<file path="config.mk">
export PLATFORM = sky130hd
export DESIGN_NAME = memwb_stage
export DESIGN_NICKNAME = d
export VERILOG_FILES = /design/src/rtl/memwb_stage.sv
export SDC_FILE = /design/constraint.sdc
export NUM_CORES = 1
export LEC_CHECK = 0
export ABC_AREA = 1
export BUFFER_PORTS_ARGS = -buffer_cell sky130_fd_sc_hd__buf_2
export CORE_MARGIN = 2
export CORE_UTILIZATION = 50
export DETAILED_ROUTE_END_ITERATION = 12
export HOLD_SLACK_MARGIN = 0.08
export PLACE_DENSITY_LB_ADDON = 0.05
export SLEW_MARGIN = 0
export SYNTH_ARGS = -nofsm -noshare
export SYNTH_HDL_FRONTEND = slang
export SYNTH_SLANG_ARGS = --single-unit
</file>
<file path="constraint.sdc">
create_clock -name CLK -period 3.5 [get_ports CLK]
set_input_delay 0.175 -clock CLK [delete_from_list [all_inputs] [get_ports CLK]]
set_output_delay 0.175 -clock CLK [all_outputs]
set_load 0.05 [all_outputs]
</file>
<file path="src/rtl/memwb_stage.sv">
// memwb_stage: MEM/WB pipeline register with a load-capture queue.
// Data-cache responses (dhit/dload) are queued in a small circular FIFO.
// Load instructions drain that FIFO as they advance into writeback.
// Optional build macro: MEMWB_LOAD_BYPASS_EN. When it is defined, a load that
// finds the queue empty takes a same-cycle dload directly.
module memwb_stage #(
   parameter int PAY_W    = 96,
   parameter int CTRL_W   = 16,
   parameter int LOAD_W   = 32,
   parameter int LQ_DEPTH = 2,
   localparam int CNT_W   = $clog2(LQ_DEPTH + 1),
   localparam int PTR_W   = (LQ_DEPTH > 1) ? $clog2(LQ_DEPTH) : 1
) (
   input  logic              CLK,
   input  logic              nRST,
   input  logic              ihit,
   input  logic              stall,
   input  logic              flush,
   input  logic              in_valid,
   input  logic              in_isload,
   input  logic [CTRL_W-1:0] in_ctrl,
   input  logic [PAY_W-1:0]  in_pay,
   input  logic              dhit,
   input  logic [LOAD_W-1:0] dload,
   output logic              out_valid,
   output logic [CTRL_W-1:0] out_ctrl,
   output logic [PAY_W-1:0]  out_pay,
   output logic [LOAD_W-1:0] out_load,
   output logic [CNT_W-1:0]  lq_count,
   output logic              lq_full,
   output logic              lq_overflow,
   output logic              lq_underflow
);

   logic              valid_q, valid_d;
   logic [CTRL_W-1:0] ctrl_q, ctrl_d;
   logic [PAY_W-1:0]  pay_q, pay_d;
   logic [LOAD_W-1:0] load_q, load_d;
   logic [PTR_W-1:0]  rptr_q, rptr_d;
   logic [PTR_W-1:0]  wptr_q, wptr_d;
   logic [CNT_W-1:0]  count_q, count_d;
   logic              ovf_q, ovf_d;
   logic              unf_q, unf_d;
   logic [LOAD_W-1:0] mem_q [LQ_DEPTH];

   logic              adv;
   logic              lq_empty;
   logic              lq_full_w;
   logic              pop_req;
   logic              pop;
   logic              bypass;
   logic              push_req;
   logic              push;
   logic              ovf_set;
   logic              unf_set;
   logic [LOAD_W-1:0] head;

   // Pointer increment that wraps at LQ_DEPTH, so non-power-of-two depths work.
   function automatic logic [PTR_W-1:0] ptr_inc(input logic [PTR_W-1:0] p);
      if (p == PTR_W'(LQ_DEPTH - 1)) begin
         return '0;
      end
      return p + PTR_W'(1);
   endfunction

   assign adv       = ihit & ~stall;
   assign lq_empty  = (count_q == '0);
   assign lq_full_w = (count_q == CNT_W'(LQ_DEPTH));
   assign pop_req   = adv & in_valid & in_isload;
   assign pop       = pop_req & ~lq_empty & ~flush;
   assign head      = mem_q[rptr_q];

`ifdef MEMWB_LOAD_BYPASS_EN
   assign bypass    = pop_req & lq_empty & dhit & ~flush;
`else
   assign bypass    = 1'b0;
`endif

   // A full queue still accepts a push when the head leaves in the same cycle.
   assign push_req  = dhit & ~flush & ~bypass;
   assign push      = push_req & (~lq_full_w | pop);
   assign ovf_set   = push_req & lq_full_w & ~pop;
   assign unf_set   = pop_req & lq_empty & ~bypass & ~flush;

   // Next-state logic: flush wins, then advance; the queue runs independently of advance.
   always_comb begin
      valid_d = valid_q;
      ctrl_d  = ctrl_q;
      pay_d   = pay_q;
      load_d  = load_q;
      rptr_d  = rptr_q;
      wptr_d  = wptr_q;
      count_d = count_q;
      ovf_d   = ovf_q | ovf_set;
      unf_d   = unf_q | unf_set;
      if (flush) begin
         valid_d = 1'b0;
         ctrl_d  = '0;
         pay_d   = '0;
         load_d  = '0;
         rptr_d  = '0;
         wptr_d  = '0;
         count_d = '0;
      end else begin
         if (adv) begin
            valid_d = in_valid;
            ctrl_d  = in_ctrl;
            pay_d   = in_pay;
            if (pop) begin
               load_d = head;
            end else if (bypass) begin
               load_d = dload;
            end else if (!in_isload || unf_set) begin
               load_d = '0;
            end
         end
         if (pop) begin
            rptr_d = ptr_inc(rptr_q);
         end
         if (push) begin
            wptr_d = ptr_inc(wptr_q);
         end
         case ({push, pop})
            2'b10:   count_d = count_q + CNT_W'(1);
            2'b01:   count_d = count_q - CNT_W'(1);
            default: count_d = count_q;
         endcase
      end
   end

   // State registers with asynchronous active-low reset.
   always_ff @(posedge CLK or negedge nRST) begin
      if (!nRST) begin
         valid_q <= 1'b0;
         ctrl_q  <= '0;
         pay_q   <= '0;
         load_q  <= '0;
         rptr_q  <= '0;
         wptr_q  <= '0;
         count_q <= '0;
         ovf_q   <= 1'b0;
         unf_q   <= 1'b0;
      end else begin
         valid_q <= valid_d;
         ctrl_q  <= ctrl_d;
         pay_q   <= pay_d;
         load_q  <= load_d;
         rptr_q  <= rptr_d;
         wptr_q  <= wptr_d;
         count_q <= count_d;
         ovf_q   <= ovf_d;
         unf_q   <= unf_d;
      end
   end

   // Queue storage; contents are don't-care while the count says empty.
   always_ff @(posedge CLK) begin
      if (push) begin
         mem_q[wptr_q] <= dload;
      end
   end

   assign out_valid    = valid_q;
   assign out_ctrl     = ctrl_q;
   assign out_pay      = pay_q;
   assign out_load     = load_q;
   assign lq_count     = count_q;
   assign lq_full      = lq_full_w;
   assign lq_overflow  = ovf_q;
   assign lq_underflow = unf_q;

endmodule

</file>
==> results of run 1 <==
[cells by family after synthesis]
family	Yosys count	synth area share [%]
AOI/OAI and AO/OA	154	10.5
buffers and inverters	173	8.84
muxes	32	3.74
DFF	215	66.6
and+or+nand+nor	173	10.3
[metal layers]
layer	part of all wire [%]	routed length, µm	GRT usage [%]	up-vias
met3	6.9	1650	4.92	74
met1	39	9450	32.3	3389
li1	-	-	-	3375
met2	49	11800	43.4	297
met4	4.5	1080	11.5	0
met5	0	0	0	-
[final cells by class]
type                            count  area, µm²
Clock buffer                       34        697
Clock inverter                      6       83.8
Fill cell                        1120       4220
Inverter                          123        464
Multi-Input combinational cell    359       2110
Sequential cell                   215       5700
Tap cell                          220        275
Timing Repair Buffer              459       3090
[registers in the layout (all words and copies together), names as in the netlist]
| name | count |
|---|---|
| out_pay | 96 |
| mem_q | 64 |
| out_load | 32 |
| out_ctrl | 16 |
| lq_count | 2 |
| lq_overflow | 1 |
| lq_underflow | 1 |
| out_valid | 1 |
| rptr_q | 1 |
| wptr_q | 1 |
[report_power, final]
group | internal (W) | leakage [nW] | switching [W]
Clock | 0.00152 | 0.389 | 0.000947
Combinational | 0.000304 | 2.81 | 0.000626
Sequential | 0.00272 | 2.64 | 0.0000623
[tightest hold or removal path: stages]
cell     delay [ps]
buf_2            70
inv_1            60
a21oi_1         150
nor2_1           60
nand2_1          40
nand2_1          40
[worst paths after layout]
kind,startpoint,end,slack [ps]
max,flush,mem_q[0][16],1480
min,dhit,lq_count[1],140
max reg2reg,lq_count[0],mem_q[0][16],1530
min reg2reg,lq_underflow,lq_underflow,480
max in group asynchronous,nRST,out_pay[82],2270
min in group asynchronous,nRST,out_pay[69],280
[synthesized netlist by cell type]
| cell type | count | area, µm² |
|---|---|---|
| a21oi_1 | 4 | 20.0 |
| a31o_2 | 2 | 17.5 |
| buf_1 | 2 | 7.51 |
| buf_2 | 31 | 155 |
| buf_4 | 10 | 75.1 |
| buf_6 | 4 | 45.0 |
| clkbuf_1 | 3 | 11.3 |
| dfrtp_1 | 151 | 3780 |
| edfxtp_1 | 64 | 1920 |
| inv_1 | 120 | 450 |
| inv_2 | 3 | 11.3 |
| mux2i_1 | 32 | 320 |
| nand2_1 | 12 | 45.0 |
| nand2_4 | 1 | 11.3 |
| nand3_1 | 149 | 746 |
| nand3_2 | 1 | 10.0 |
| nand4_1 | 1 | 6.26 |
| nand4_2 | 1 | 12.5 |
| nor2_1 | 5 | 18.8 |
| nor2_2 | 1 | 6.26 |
| nor2_4 | 2 | 22.5 |
| o21ai_0 | 105 | 526 |
| o21ai_1 | 11 | 55.1 |
| o21ai_2 | 32 | 280 |
[metrics by stage]
step	utilization [%]	worst slack [ps]	power, W	cell area (µm²)	std cells
floorplan	-	373	0.00333	8550	747
global placement	61.1	1530	0.00361	10200	1229
detailed placement	61.1	1520	0.00362	10200	1229
CTS	74.7	1490	0.00621	12400	1416
global route	74.7	1290	0.00639	12400	1416
finish	74.7	1480	0.00618	12400	1416
==> results.py, run 1 <==
metrics = {
    "clock_tree": {
        "root_buffer": "clkbuf_16",
        "cts_sinks": 215,
        "cts_buffers": 23,
        "cts_tree": "built",
        "htreeDepth": 1,
        "clock_path_buffers": 3,
        "path_clk_slew_ps": 60,
        "ctsResizeCount": 0,
        "hold_buffers": 147,
        "clk_latency_ps": 510,
        "cts_setup_buffers": 0,
    },
    "critical_path": {
        "critPathMaxStageDelay_ps": 540,
        "crit_slowest_cell": "dlygate4sd3_1",
        "cp.required_ps": 3710,
        "crit_chain": "dlygate4sd3_1 > buf_2 > inv_4 > nand2_4 > nand2_1 > nand3_1 > inv_1 > buf_12",
        "critical_path_arrival_ps": 2240,
        "end_kind": "flip-flop",
        "critPathMaxFanout": 39,
        "worst-path-buf-inv": 5,
        "setup.worst_path.start_class": "input pin",
        "reg2reg_depth": 7,
        "worstSetupPathType": "input pin to flip-flop",
        "cp_num_cells": 8,
        "path_delay_family": "buffers and inverters",
    },
    "detailed_routing": {
        "routedWlPerCell_um": 16.9,
        "vias": 7135,
        "drc": 0,
        "drt_iter0_drc": 447,
        "wirelength_mm": 23.9,
        "viasPerCell": 5.04,
        "drt-pass1-iter-count": 5,
        "ant_nets": 0,
    },
    "power": {
        "p_leak_nw": 5.84,
        "irDropWorstVdd_uv": 407,
        "power.density_mw_per_mm2": 497,
    },
    "job": {
        "drv_cap": 0,
    },
    "logic_synthesis": {
        "synthesis.nets": 899,
        "synth_cells": 747,
        "synth.distinct_cells": 24,
        "ys_seq_area_share_pct": 66.6,
        "syn-cell-area_mm2": 0.00855,
        "syn_area_per_cell_um2": 11.5,
        "ys_ff_latch": 215,
        "yosysWarnings": 0,
    },
    "timing": {
        "slew_violations": 0,
        "slew_headroom_pct": 32.6,
        "worst_pin_slew_ps": 1010,
        "finalSetupViolations": 0,
        "clock.fmax_ghz": 0.494,
        "period_share_pct": 57.9,
        "fin_skew_ps": 6.41,
        "hold_viol_final": 0,
        "tns_ps": 0,
        "hold-worst-slack_ps": 137,
        "rsz0062_at_grt": "no",
        "fin_crit_ps": 2020,
    },
    "final_layout": {
        "most-common-layout-cells": "300 x buf_2, 150 x dfrtp_1, 149 x nand3_1, 147 x dlygate4sd3_1, 120 x inv_1",
        "area_delta_synth_final_pct": 45.3,
        "nNetsFinal": 1333,
        "final_common_cell": "buf_2",
        "antenna_cells": 0,
        "final_layout_size_suffix_gt1_share_pct": 32.9,
    },
    "grt": {
        "grt_pass1_vias": 6941,
        "antenna_found_initial": 0,
        "gr-total-overflow": 0,
        "grt_pass1_wl_mm": 36.6,
        "track_usage_pct": 25.7,
        "grt_max_degree": 113,
    },
    "floorplan": {
        "dieArea_mm2": 0.0182,
        "fp.dieH_um": 135,
        "ioPinCount": 302,
        "die_w_um": 135,
        "rows": 47,
        "coreArea_mm2": 0.0166,
        "start_util_pct": 51.4,
    },
    "run_status": {
        "status": "finished clean",
    },
    "hold_path": {
        "min_path_type": "input pin to flip-flop",
        "hold_depth": 6,
    },
    "placement": {
        "io_buffers": 301,
        "gp_congestion": 0.807,
        "hpwl_mm": 14.4,
    },
}
(Power assumes the default switching activity.)
==> inputs of run 2 (changes only) <==
--- a/config.mk
+++ b/config.mk
@@ -5,10 +5,10 @@
 export SDC_FILE = /design/constraint.sdc
 export NUM_CORES = 1
 export LEC_CHECK = 0
-export ABC_AREA = 1
+export ABC_AREA = 0
 export BUFFER_PORTS_ARGS = -buffer_cell sky130_fd_sc_hd__buf_2
 export CORE_MARGIN = 2
-export CORE_UTILIZATION = 50
+export CORE_UTILIZATION = 44
 export DETAILED_ROUTE_END_ITERATION = 12
 export HOLD_SLACK_MARGIN = 0.08
 export PLACE_DENSITY_LB_ADDON = 0.05
==> constraint.sdc (replaced) <==
create_clock -name CLK -period 1.8 [get_ports CLK]
set_input_delay 0.09 -clock CLK [delete_from_list [all_inputs] [get_ports CLK]]
set_output_delay 0.09 -clock CLK [all_outputs]
set_load 0.05 [all_outputs]
==> run 2 against run 1 <==
Against the previous run:
- synthesized area shrank 6.9%
- design area is 3.2% lower
- first-iteration DRC count shrank 50%
- utilization down 7.2 points
- clock power rose by 91%
- count of clock-buffer cells in the layout is 4 lower
- flip-flop and latch count unchanged
- clock skew rose by 17 ps
- final cell count fell by 18%
- worst hold slack worse by 42 ps
- largest cell class unchanged
==> results.py, run 2 <==
metrics = {
    "run_status": {
        "status": "finished clean",
    },
    "detailed_routing": {
        "drc": 0,
        "wl_met3_mm": 1.46,
        "drt-met1-wl_mm": 8.80,
        "viasPerCell": 5.14,
        "top_layer": "met4",
        "vias": 5979,
        "ant_nets": 0,
        "drt-pass1-iter-count": 6,
        "wl_met2_mm": 10.6,
        "routedWlPerCell_um": 18.4,
        "wirelength_mm": 21.5,
        "drt_iter0_drc": 225,
    },
    "power": {
        "p_int_w": 0.00864,
        "p_switching_w": 0.00305,
        "power.density_mw_per_mm2": 972,
        "swShare_pct": 26.1,
        "irDropWorstVdd_uv": 736,
        "pwr-share-seq_pct": 45.8,
        "combPwrFrac_pct": 14.1,
        "p_leak_nw": 5.76,
        "clock_power_share_pct": 40.1,
    },
    "floorplan": {
        "dieArea_mm2": 0.0192,
        "start_util_pct": 44.6,
        "fp.dieH_um": 138,
        "ioPinCount": 302,
        "rows": 49,
        "die_w_um": 138,
        "coreArea_mm2": 0.0178,
    },
    "final_layout": {
        "final_layout_size_suffix_gt1_share_pct": 42.3,
        "final_common_cell": "buf_2",
        "nNetsFinal": 1068,
        "largest_register_ffs": 96,
        "area_delta_synth_final_pct": 51.2,
        "instances_no_fill": 1163,
        "most-common-layout-cells": "300 x buf_2, 151 x dlygate4sd3_1, 148 x dfrtp_1, 112 x a22o_1, 64 x edfxtp_1",
    },
    "critical_path": {
        "critPathMaxFanout": 46,
        "crit_chain": "dlygate4sd3_1 > buf_2 > nor2b_4 > buf_6 > a41o_1 > dlygate4sd3_1",
        "path_common_cell": "dlygate4sd3_1",
        "crit_slowest_cell": "dlygate4sd3_1",
        "setup.worst_path.start_class": "input pin",
        "cp.required_ps": 2230,
        "path_delay_family": "buffers and inverters",
        "critical_path_arrival_ps": 2120,
        "ff2ff_setup_slack_ps": 270,
        "worstSetupPathType": "input pin to flip-flop",
        "end_kind": "flip-flop",
        "critPathMaxStageDelay_ps": 540,
        "cp_num_cells": 6,
        "reg2reg_depth": 3,
        "worst-path-buf-inv": 4,
    },
    "grt": {
        "grt_pass1_wl_mm": 34.3,
        "gr-total-overflow": 0,
        "grt_max_degree": 113,
        "antenna_found_initial": 1,
        "grt_pass1_vias": 6454,
        "track_usage_pct": 22.1,
    },
    "logic_synthesis": {
        "yosysWarnings": 0,
        "ys_ff_latch": 215,
        "synth_cells": 464,
        "synth_flop_cell": "dfrtp_1",
        "ys_seq_area_share_pct": 71.6,
        "synth_area_leaders": "dfrtp_1 47%, edfxtp_1 24%, a22o_1 12%",
        "synthesis.nets": 616,
        "synth_top_cell_by_area": "dfrtp_1",
        "synth_edf_count": 64,
        "yosysTopAreaCellShare_pct": 47.5,
        "syn-cell-area_mm2": 0.00796,
        "syn_area_per_cell_um2": 17.2,
        "synth-async-reset-ratio_pct": 70.2,
        "ys_top_cells_by_count": "151 x dfrtp_1, 112 x a22o_1, 64 x edfxtp_1, 34 x mux2i_1, 30 x o2bb2ai_2",
        "synth.distinct_cells": 34,
        "yosysMostFrequentCell": "dfrtp_1",
    },
    "timing": {
        "period_share_pct": 94.0,
        "tns_ps": 0,
        "hold_viol_final": 0,
        "hold-worst-slack_ps": 95.2,
        "slew_headroom_pct": 66.6,
        "worst_pin_slew_ps": 501,
        "rsz0062_at_grt": "no",
        "fin_crit_ps": 1690,
        "finalSetupViolations": 0,
        "fin_skew_ps": 23.7,
        "clock.fmax_ghz": 0.591,
        "slew_violations": 0,
    },
    "clock_tree": {
        "cts_buffers": 23,
        "htreeDepth": 1,
        "cts_sinks": 215,
        "clk_latency_ps": 510,
        "cts_tree": "built",
        "clock_path_buffers": 3,
        "root_buffer": "clkbuf_16",
        "path_clk_slew_ps": 60,
    },
    "placement": {
        "hpwl_mm": 13.1,
        "io_buffers": 301,
        "gp_congestion": 0.844,
        "placed_cells": 969,
    },
    "job": {
        "drv_cap": 0,
    },
    "hold_path": {
        "min_path_type": "input pin to async pin",
    },
}
## run 2: cell types whose count changed in the layout (fill, tap and decap cells not counted), sizes merged, moves of 12 or more
cell and delta:
nand2 -12, nand3 -150, o2bb2ai +32, o21ai -147, inv -118, a22o +112
## run 2: timing repair
item                                   in CTS  in global routing
resized for setup                           0                  1
setup endpoints to repair                   0                  1
setup buffers                               0                  0
hold buffers                              151                  0
endpoints found under the hold margin     333                  0
## run 2: layer usage
metal / vias up / track usage, %
li1: 2723 / -
met1: 2977 / 28.1
met2: 237 / 37.5
met3: 42 / 5.33
met4: 0 / 7.20
met5: - / 0
## run 2: worst register-to-register path, cell delays in order (launching register included)
cell	delay, ps
dfrtp_2	460
nor2_1	260
a41o_1	200
dlygate4sd3_1	540
## run 2: kinds of logic after synthesis
group	after synthesis	synth area share, %
DFF	215	71.6
AOI/OAI and AO/OA	153	19.0
buffers and inverters	39	3.24
muxes	34	4.28
and+or+nand+nor	23	1.89
## run 2: per-stage QoR
step	power (W)	setup slack (ps)	instance area, µm²	util [%]
floorplan	0.00629	16.5	7970	-
global placement	0.00680	385	9760	54.7
detailed placement	0.00682	300	9760	54.7
CTS	0.0118	31.5	12000	67.4
global route	0.0121	39.5	12000	67.4
finish	0.0117	108	12000	67.4
## run 2: worst paths after layout
path,end,start
max in group asynchronous,out_ctrl[4],nRST
min,out_load[5],nRST
min in group CLK,out_valid,ihit
min reg2reg,lq_overflow,lq_overflow
max,lq_underflow,flush
max reg2reg,lq_underflow,lq_count[0]
## run 2: power groups by stage
| stage | sequential (W) | combinational, W | clock (W) |
|---|---|---|---|
| CTS | 0.00536 | 0.00165 | 0.00482 |
| global placement | 0.00544 | 0.00136 | 0 |
| finish | 0.00536 | 0.00165 | 0.00469 |
| detailed placement | 0.00544 | 0.00138 | 0 |
| floorplan | 0.00594 | 0.000343 | 0 |
| global route | 0.00538 | 0.00174 | 0.00502 |
## run 2: area by class of cell
class	instances	area, µm²
diodes	1	2.50
clock buffers	30	622
clock inverters	12	138
fillers	1263	5810
inverters	1	3.75
multi-input cells	210	2040
flip-flops and latches	215	5700
well taps	229	287
repair buffers	465	3240
==> inputs of run 3 (changes only) <==
--- a/config.mk
+++ b/config.mk
@@ -12,6 +12,7 @@
 export DETAILED_ROUTE_END_ITERATION = 12
 export HOLD_SLACK_MARGIN = 0.08
 export PLACE_DENSITY_LB_ADDON = 0.05
+export RECOVER_POWER = 25
 export SLEW_MARGIN = 0
 export SYNTH_ARGS = -nofsm -noshare
 export SYNTH_HDL_FRONTEND = slang
==> run 3 against run 2 <==
Against the previous run:
- total power about the same
- sequential share of layout area grew 0.12 points
- fmax decreased by 0.34%
- sequential power barely moved
- setup slack worse by 5.7 ps
- via count decreased by 0.18%
- die area unchanged
- critical endpoint unchanged
- largest cell class unchanged
- largest power group unchanged
==> results.py, run 3 (synthesis results as in run 2) <==
metrics = {
    "floorplan": {
        "start_util_pct": 44.6,
        "coreArea_mm2": 0.0178,
        "dieArea_mm2": 0.0192,
        "die_w_um": 138,
        "rows": 49,
        "fp.dieH_um": 138,
        "ioPinCount": 302,
    },
    "grt": {
        "grt_busiest_layer": "met2",
        "globalRouteMet1Util_pct": 28.1,
        "use_met3_pct": 5.33,
        "antenna_found_initial": 1,
        "grt_pass1_wl_mm": 34.3,
        "grt_max_degree": 113,
        "track_usage_pct": 22.1,
        "gr-total-overflow": 0,
        "use_met2_pct": 37.5,
        "grt_pass1_vias": 6454,
    },
    "final_layout": {
        "final_util_pct": 67.3,
        "area_delta_synth_final_pct": 50.8,
        "final_common_cell": "buf_2",
        "most-common-layout-cells": "279 x buf_2, 151 x dlygate4sd3_1, 148 x dfrtp_1, 112 x a22o_1, 64 x edfxtp_1",
        "final_layout_size_suffix_gt1_share_pct": 40.2,
        "fin_area_mm2": 0.0120,
        "largest_register_ffs": 96,
        "nNetsFinal": 1068,
    },
    "timing": {
        "finalSetupViolations": 0,
        "rsz0062_at_grt": "no",
        "clock.fmax_ghz": 0.589,
        "tns_ps": 0,
        "slew_headroom_pct": 12.8,
        "hold_viol_final": 0,
        "fin_skew_ps": 24.0,
        "hold-worst-slack_ps": 95.6,
        "period_share_pct": 94.3,
        "slew_violations": 0,
        "worst_pin_slew_ps": 1310,
        "fin_crit_ps": 1700,
    },
    "clock_tree": {
        "cts_tree": "built",
        "htreeDepth": 1,
        "cts_sinks": 215,
        "root_buffer": "clkbuf_16",
        "path_clk_slew_ps": 60,
        "cts_buffers": 23,
        "clock_path_buffers": 3,
        "clk_latency_ps": 510,
    },
    "critical_path": {
        "critPathMaxFanout": 46,
        "end_kind": "flip-flop",
        "crit_chain": "dlygate4sd3_1 > buf_2 > nor2b_4 > buf_6 > a41o_1 > dlygate4sd3_1",
        "critPathMaxStageDelay_ps": 540,
        "critical_path_arrival_ps": 2130,
        "crit_slowest_cell": "dlygate4sd3_1",
        "path_common_cell": "dlygate4sd3_1",
        "worstSetupPathType": "input pin to flip-flop",
        "path_delay_family": "buffers and inverters",
        "cp.required_ps": 2230,
        "setup.worst_path.start_class": "input pin",
        "worst-path-buf-inv": 4,
    },
    "power": {
        "p_int_w": 0.00864,
        "p_leak_nw": 5.71,
        "clock_power_share_pct": 40.1,
        "power.density_mw_per_mm2": 974,
        "irDropWorstVdd_uv": 735,
        "total_power_w": 0.0117,
        "combPwrFrac_pct": 14.0,
        "swShare_pct": 26.1,
        "pwr-share-seq_pct": 45.9,
        "p_switching_w": 0.00305,
    },
    "hold_path": {
        "min_path_type": "input pin to flip-flop",
    },
    "detailed_routing": {
        "drt_iter0_drc": 219,
        "drc": 0,
        "viasPerCell": 5.13,
        "ant_nets": 0,
        "vias": 5968,
        "routedWlPerCell_um": 18.4,
        "wirelength_mm": 21.4,
        "drt-pass1-iter-count": 6,
    },
    "placement": {
        "io_buffers": 301,
        "hpwl_mm": 13.1,
        "place_area_mm2": 0.00976,
        "gp_congestion": 0.844,
    },
    "job": {
        "drv_cap": 0,
    },
    "run_status": {
        "status": "finished clean",
    },
}
[run 3: through the flow]
step / cells / worst slack, ps
2_1_floorplan: 464 / 16.5
3_3_place_gp: 969 / 385
3_5_place_dp: 969 / 300
4_1_cts: 1162 / 31.5
5_1_grt: 1163 / 39.5
6_report: 1163 / 102
[run 3: power by group through the flow]
stage               logic, W  clock network [W]  registers, W
global placement     0.00136                  0       0.00544
finish               0.00164            0.00469       0.00536
CTS                  0.00165            0.00482       0.00536
floorplan           0.000343                  0       0.00594
global route         0.00174            0.00502       0.00538
detailed placement   0.00138                  0       0.00544
[run 3: worst register-to-register path: stages, from the launching register on]
cell and delay (ps):
dfrtp_2 460, nor2_1 260, a41o_1 200, dlygate4sd3_1 540
[run 3: cell type report]
cell class | count | area (µm²)
clock buffers | 30 | 622
repair buffers | 465 | 3210
clock inverters | 12 | 138
multi-input cells | 210 | 2040
inverters | 1 | 3.75
well taps | 229 | 287
flip-flops and latches | 215 | 5700
fillers | 1277 | 5840
diodes | 1 | 2.50
[run 3: routing by layer]
| layer | vias up | wire length, µm |
|---|---|---|
| met4 | 0 | 646 |
| met2 | 247 | 10500 |
| met5 | - | 0 |
| li1 | 2720 | - |
| met3 | 42 | 1470 |
| met1 | 2959 | 8790 |
[run 3: path summary, 6_finish.rpt]
kind                        startpoint           end  slack, ps  depth (start not counted)
setup / recovery                 flush  lq_underflow        100                          6
max in group asynchronous         nRST   lq_count[0]        480                          2
min in group asynchronous         nRST   out_load[5]        410                          2
hold reg to reg            lq_overflow   lq_overflow        470                          1
hold / removal                    ihit     out_valid        100                          4
setup reg to reg           lq_count[0]  lq_underflow        270                          3
[run 3: timing repair]
| action | CTS | global route |
|---|---|---|
| setup endpoints to repair | 0 | 1 |
| resized for setup | 0 | 1 |
| hold buffers | 151 | 0 |
| endpoints found under the hold margin | 333 | 0 |
| setup buffers | 0 | 0 |
